### src/rtl/eth_header_tx.sv
// GMII transmit framer: preamble, SFD, Ethernet header, streamed payload with
// zero padding to the minimum length, abort on underrun/overrun, then inter-frame gap.
module eth_header_tx #(
  parameter int PREAMBLE_LEN = 7,
  parameter int MIN_PAYLOAD  = 46,
  parameter int MAX_PAYLOAD  = 1500,
  parameter int IFG_CYCLES   = 16
) (
  input  logic        mac_gmii_tx_clk,
  input  logic        mac_gmii_tx_rstn,
  input  logic        start,
  input  logic [47:0] mac_d_addr,
  input  logic [47:0] mac_s_addr,
  input  logic [15:0] eth_type,
  input  logic [7:0]  payload_tdata,
  input  logic        payload_tvalid,
  input  logic        payload_tlast,
  output logic        payload_tready,
  output logic [7:0]  mac_gmii_txd,
  output logic        mac_gmii_tx_en,
  output logic        mac_gmii_tx_er,
  output logic        busy,
  output logic        frame_last,
  output logic        frame_abort
);

  typedef enum logic [3:0] {
    IDLE,
    PREAMBLE,
    SFD,
    MAC_DESTINATION,
    MAC_SOURCE,
    ETH_TYPE,
    PAYLOAD,
    PAD,
    IFG
  } state_t;

  localparam logic [7:0]  PRE_LAST = 8'(PREAMBLE_LEN - 1);
  localparam logic [10:0] MIN_P    = 11'(MIN_PAYLOAD);
  localparam logic [10:0] MAX_P    = 11'(MAX_PAYLOAD);
  localparam logic [15:0] IFG_LAST = 16'(IFG_CYCLES - 1);

  state_t      r_state;
  logic [7:0]  r_cnt;
  logic [10:0] r_payCnt;
  logic [15:0] r_ifgCnt;
  logic [47:0] r_dAddr;
  logic [47:0] r_sAddr;
  logic [15:0] r_ethType;

  logic [10:0] w_payNext;
  logic        w_overrun;

  assign w_payNext      = r_payCnt + 11'd1;
  assign w_overrun      = (r_payCnt == MAX_P);
  assign payload_tready = (r_state == PAYLOAD) && !w_overrun;

  // The state names the byte emitted at the next edge, so every output is
  // registered while tready can rise one cycle before the first payload byte.
  always_ff @(posedge mac_gmii_tx_clk or negedge mac_gmii_tx_rstn) begin
    if (!mac_gmii_tx_rstn) begin
      r_state        <= IDLE;
      r_cnt          <= 8'd0;
      r_payCnt       <= 11'd0;
      r_ifgCnt       <= 16'd0;
      r_dAddr        <= 48'd0;
      r_sAddr        <= 48'd0;
      r_ethType      <= 16'd0;
      mac_gmii_txd   <= 8'h00;
      mac_gmii_tx_en <= 1'b0;
      mac_gmii_tx_er <= 1'b0;
      busy           <= 1'b0;
      frame_last     <= 1'b0;
      frame_abort    <= 1'b0;
    end else begin
      frame_last     <= 1'b0;
      frame_abort    <= 1'b0;
      mac_gmii_tx_er <= 1'b0;
      case (r_state)
        IDLE: begin
          mac_gmii_txd   <= 8'h00;
          mac_gmii_tx_en <= 1'b0;
          if (start) begin
            r_dAddr        <= mac_d_addr;
            r_sAddr        <= mac_s_addr;
            r_ethType      <= eth_type;
            r_cnt          <= 8'd1;
            r_payCnt       <= 11'd0;
            busy           <= 1'b1;
            mac_gmii_txd   <= 8'h55;
            mac_gmii_tx_en <= 1'b1;
            r_state        <= (PREAMBLE_LEN == 1) ? SFD : PREAMBLE;
          end
        end
        PREAMBLE: begin
          mac_gmii_txd   <= 8'h55;
          mac_gmii_tx_en <= 1'b1;
          r_cnt          <= r_cnt + 8'd1;
          if (r_cnt == PRE_LAST) r_state <= SFD;
        end
        SFD: begin
          mac_gmii_txd   <= 8'hD5;
          mac_gmii_tx_en <= 1'b1;
          r_cnt          <= 8'd0;
          r_state        <= MAC_DESTINATION;
        end
        MAC_DESTINATION: begin
          mac_gmii_txd   <= r_dAddr[47:40];
          mac_gmii_tx_en <= 1'b1;
          r_dAddr        <= {r_dAddr[39:0], 8'h00};
          if (r_cnt == 8'd5) begin
            r_cnt   <= 8'd0;
            r_state <= MAC_SOURCE;
          end else begin
            r_cnt <= r_cnt + 8'd1;
          end
        end
        MAC_SOURCE: begin
          mac_gmii_txd   <= r_sAddr[47:40];
          mac_gmii_tx_en <= 1'b1;
          r_sAddr        <= {r_sAddr[39:0], 8'h00};
          if (r_cnt == 8'd5) begin
            r_cnt   <= 8'd0;
            r_state <= ETH_TYPE;
          end else begin
            r_cnt <= r_cnt + 8'd1;
          end
        end
        ETH_TYPE: begin
          mac_gmii_txd   <= r_ethType[15:8];
          mac_gmii_tx_en <= 1'b1;
          r_ethType      <= {r_ethType[7:0], 8'h00};
          r_cnt          <= r_cnt + 8'd1;
          if (r_cnt == 8'd1) r_state <= PAYLOAD;
        end
        PAYLOAD: begin
          mac_gmii_tx_en <= 1'b1;
          // A valid byte (including a tlast byte) always beats the underrun check.
          if (w_overrun || !payload_tvalid) begin
            mac_gmii_txd   <= 8'h00;
            mac_gmii_tx_er <= 1'b1;
            frame_abort    <= 1'b1;
            r_state        <= IFG;
          end else begin
            mac_gmii_txd <= payload_tdata;
            r_payCnt     <= w_payNext;
            if (payload_tlast) begin
              if (w_payNext >= MIN_P) begin
                frame_last <= 1'b1;
                r_state    <= IFG;
              end else begin
                r_state <= PAD;
              end
            end
          end
        end
        PAD: begin
          mac_gmii_txd   <= 8'h00;
          mac_gmii_tx_en <= 1'b1;
          r_payCnt       <= w_payNext;
          if (w_payNext == MIN_P) begin
            frame_last <= 1'b1;
            r_state    <= IFG;
          end
        end
        IFG: begin
          mac_gmii_txd   <= 8'h00;
          mac_gmii_tx_en <= 1'b0;
          if (r_ifgCnt == IFG_LAST) begin
            r_ifgCnt <= 16'd0;
            busy     <= 1'b0;
            r_state  <= IDLE;
          end else begin
            r_ifgCnt <= r_ifgCnt + 16'd1;
          end
        end
        default: r_state <= IDLE;
      endcase
    end
  end

endmodule

### config.mk
export PLATFORM = sky130hd
export DESIGN_NAME = eth_header_tx
export DESIGN_NICKNAME = d
export VERILOG_FILES = /design/src/rtl/eth_header_tx.sv
export SDC_FILE = /design/constraint.sdc
export NUM_CORES = 1
export LEC_CHECK = 0
export ABC_AREA = 0
export CORE_ASPECT_RATIO = 1.2
export CORE_MARGIN = 2
export CORE_UTILIZATION = 49
export CTS_BUF_LIST = sky130_fd_sc_hd__clkbuf_8
export CTS_CLUSTER_DIAMETER = 200
export CTS_CLUSTER_SIZE = 28
export DETAILED_ROUTE_END_ITERATION = 8
export PLACE_DENSITY = 0.84
export SYNTH_ARGS = -nofsm -noshare
export SYNTH_HDL_FRONTEND = slang
export SYNTH_SLANG_ARGS = --single-unit
export TNS_END_PERCENT = 10
### constraint.sdc
create_clock -name mac_gmii_tx_clk -period 2.65 [get_ports mac_gmii_tx_clk]
set_clock_uncertainty 0.2 [all_clocks]
set_input_delay 0.265 -clock mac_gmii_tx_clk [delete_from_list [all_inputs] [get_ports mac_gmii_tx_clk]]
set_output_delay 0.265 -clock mac_gmii_tx_clk [all_outputs]
set_load 0.02 [all_outputs]
==> flow_summary_export.csv <==
group,metric,value,unit
clock_network,cts_max_path_buffers,2,
synthesis,synth_mux_area_share,0.658,%
power_and_ir_drop,p_sw,3.94,mW
synthesis,yosysSeqAreaShare,53.6,%
clock_network,cts_buffers,17,
drt,vias,6620,
drt,viasPerCell,5.63,
floorplanning,fp-row-count,49,
synthesis,synthSimpleGateAreaFrac,23.3,%
layout,diodes,0,
setup_path,worst-path-buf-inv,0,
synthesis,synth_top_family_by_area,"simple AND/OR/NAND/NOR gates",
setup_path,critical-path-max-stage-delay,0.54,ns
synthesis,yosysWarnings,0,
setup_path,crit_arrival,2.71,ns
timing,layout_min_cycle_time,2.57,ns
placement,gp_congestion,0.860,
timing,setup_tns,0,ns
synthesis,synth_fa_ha_area_share,1.15,%
clock_network,path_clk_slew,0.09,ns
synthesis,synth_cell_types,61,
power_and_ir_drop,ir_drop,547,uV
timing,slew_violations,0,
timing,hold_slack,0.129,ns
power_and_ir_drop,switching_share,39.4,%
synthesis,async_reset_ff_share,100,%
layout,seqCellArea,4080,um^2
drt,routed_wirelength,18900,um
layout,n_fill_cell,1280,
setup_path,cpMaxStageDelayCell,"or4b_4",
timing,max_freq,0.389,GHz
placement,hpwl,13400,um
layout,area_growth,27.0,%
timing,rsz0062_at_grt,"true",
synthesis,synthTopCellsByArea,"dfrtp_1 (54%), nor2_1 (9.4%), o22ai_1 (7.4%), nand2_1 (4.3%), nand3_1 (3.0%)",
synthesis,synth_top_area_cell,"dfrtp_1",
timing,worstMarginPinSlew,0.687,ns
floorplanning,initial_core_util,50.5,%
floorplanning,io_pins,139,
setup_path,required,2.79,ns
global_route,grt_pass1_vias,6417,
power_and_ir_drop,p_seq_share,42.0,%
clock_network,cts.sinks,163,
clock_network,root_buffer,"clkbuf_8",
layout,fin_cells,1176,
global_route,overflow,0,
job,maxCapViolCount,0,
setup_path,worstSetupPathType,"flip-flop to flip-flop",
layout,layout.nets,1091,
setup_path,critPathMaxFanout,8,
setup_path,crit_path_end_kind,"flip-flop",
synthesis,synth_xor_area_share,1.96,%
drt,wl_per_cell,16.1,um
clock_network,clock_latency,0.45,ns
power_and_ir_drop,power_leakage,4.19,nW
synthesis,syn_avg_cell_area,9.27,um^2
timing,period_share,97.0,%
power_and_ir_drop,p_comb_share,40.0,%
drt,drt-initial-drc-count,533,
drt,first_pass_iters,5,
floorplanning,die_w,118,um
global_route,antenna_found_initial,0,
global_route,grt_pass1_wl,31400,um
synthesis,ys_ff_latch,163,
synthesis,synthesis.nets,953,
status,status,"finished clean",
synthesis,synth_edf_count,0,
setup_path,crit_family,"simple AND/OR/NAND/NOR gates",
placement,io_buffers,138,
global_route,grt_max_degree,66,
timing,maxSlewHeadroom,53.8,%
layout,multi_input_area,3230,um^2
setup_path,cp_cell_sequence,"ha_2, and3_4, and3_1, o22ai_4, a31oi_1, or4b_4, mux2_4",
synthesis,synthCells,821,
drt,drc_errors,0,
setup_path,cp-start-kind,"flip-flop",
timing,hold_violations,0,
power_and_ir_drop,power_per_cell_area,1030,nW/um^2
drt,postRouteAntennaNets,0,
placement,placed_cells,1143,
clock_network,h-tree-depth,4,
synthesis,yosysTopAreaCellShare,53.6,%
floorplanning,core-area,15100,um^2
min_path,hold_class,"input pin to flip-flop",
synthesis,synthFlopType,"dfrtp_1",
timing,setup_viol,0,
layout,drive_above_1_share,8.85,%
synthesis,synth_compound_area_share,15.0,%
power_and_ir_drop,pwr-share-clk,17.9,%
floorplanning,die_h,141,um
power_and_ir_drop,cell_internal_pwr,6.05,mW
clock_network,cts_tree,"done",
floorplanning,dieArea,16500,um^2
synthesis,synth_area,7610,um^2
global_route,grt_usage,23.6,%
[timing repair]
action                                  4_1_cts  5_1_grt
setup buffers                                 0        0
endpoints found under the setup margin        3        3
gates cloned                                  0        0
gates resized for setup                       3        2
pin swaps                                     0        0
hold endpoints to repair                     61        0
hold buffers                                  1        0
[worst reg2reg max path: cells and delay by family (launching register included)]
| kind | cells | cell delay [ns] |
|---|---|---|
| AO/OA/AOI/OAI | 2 | 0.27 |
| multiplexers | 1 | 0.32 |
| flip-flops | 1 | 0.45 |
| adder cells (fa/ha/maj) | 1 | 0.25 |
| AND/OR/NAND/NOR | 3 | 0.98 |
[state kept, by name, indices dropped and copies added (netlist names), 4 cells and up]
signal / count
r_state: 4
r_ifgCnt: 16
r_ethType: 16
r_payCnt: 11
r_dAddr: 48
r_cnt: 8
mac_gmii_txd: 8
r_sAddr: 48
[logic make-up after synthesis]
logic type | Yosys count
and+or+nand+nor | 389
AOI/OAI and AO/OA | 179
xor gates and xnor gates | 17
buffers and inverters | 62
adders and majority gates | 7
muxes | 4
DFF | 163
[layout by cell type, fill, tap and decap left out, drive strengths merged, types with 5 or more instances in the layout]
cell type and instances:
clkinv 7, xor2 5, nor2b 8, nand2 88, nor4 6, a21o 6
nand3 47, xnor2 12, o22ai 90, inv 14, nand4 9, and3 12
ha 7, dfrtp 163, o21ai 25, clkbuf 17, o31ai 10, a222oi 7
nor2 190, buf 34, a21oi 22, nor3b 5, clkdlybuf4s50 136, nor3 6
[power groups by stage]
stage	sequential (mW)	combinational [mW]	clock, mW
after floorplan	4.03	2.89	0
after global placement	4.17	3.86	0
after detailed placement	4.22	3.98	0
after CTS	4.17	4.01	1.84
after global routing	4.30	4.51	1.95
final	4.19	4.00	1.79
[per-layer routing]
layer  global-route usage (%)  routed length [um]  up-vias
met3                     5.78                1050       50
met4                     10.7                 681        0
met2                     37.4                9270      203
met5                        0                   0        -
li1                         -                   -     3170
met1                     30.7                7880     3197
[worst paths after layout]
| path | start | end | slack, ns | depth (start not counted) |
|---|---|---|---|---|
| worst max register to register | r_payCnt[0] | r_state[2] | 0.08 | 7 |
| max in group asynchronous | mac_gmii_tx_rstn | r_payCnt[0] | 1.29 | 3 |
| worst min-delay path | eth_type[4] | r_ethType[4] | 0.13 | 3 |
| worst min register to register | mac_gmii_txd[3] | mac_gmii_txd[3] | 0.30 | 2 |
| min in group asynchronous | mac_gmii_tx_rstn | r_sAddr[37] | 0.16 | 2 |
| worst max-delay path | r_payCnt[0] | r_state[2] | 0.08 | 7 |
[final cells by class]
cell class / instances / area share [%]
clock buffers: 17 / 2.42
clock inverters: 15 / 1.59
inverters: 9 / 0.349
multi-input cells: 596 / 33.5
flip-flops and latches: 163 / 42.2
well taps: 204 / 2.64
repair buffers: 172 / 17.3
[metrics by stage]
stage               total power [mW]  utilization [%]  setup slack [ns]  area, um^2
floorplan                       6.92                -            0.0556        7620
global placement                8.03             61.4            0.0478        9260
detailed placement              8.19             61.4          -0.00855        9260
CTS                             10.0             64.0            0.0557        9660
global route                    10.8             64.1          -0.00923        9670
finish                          9.98             64.1            0.0804        9670
[cells in the mapped netlist, drive strengths merged, types with 8 or more instances]
master	instances
nor2	190
dfrtp	163
o22ai	90
nand2	88
nand3	47
clkbuf	38
o21ai	25
a21oi	22
buf	15
and3	12
xnor2	12
o31ai	10
inv	9
nand4	9
nor2b	8
Note: power is estimated with default switching activity, not from simulation.
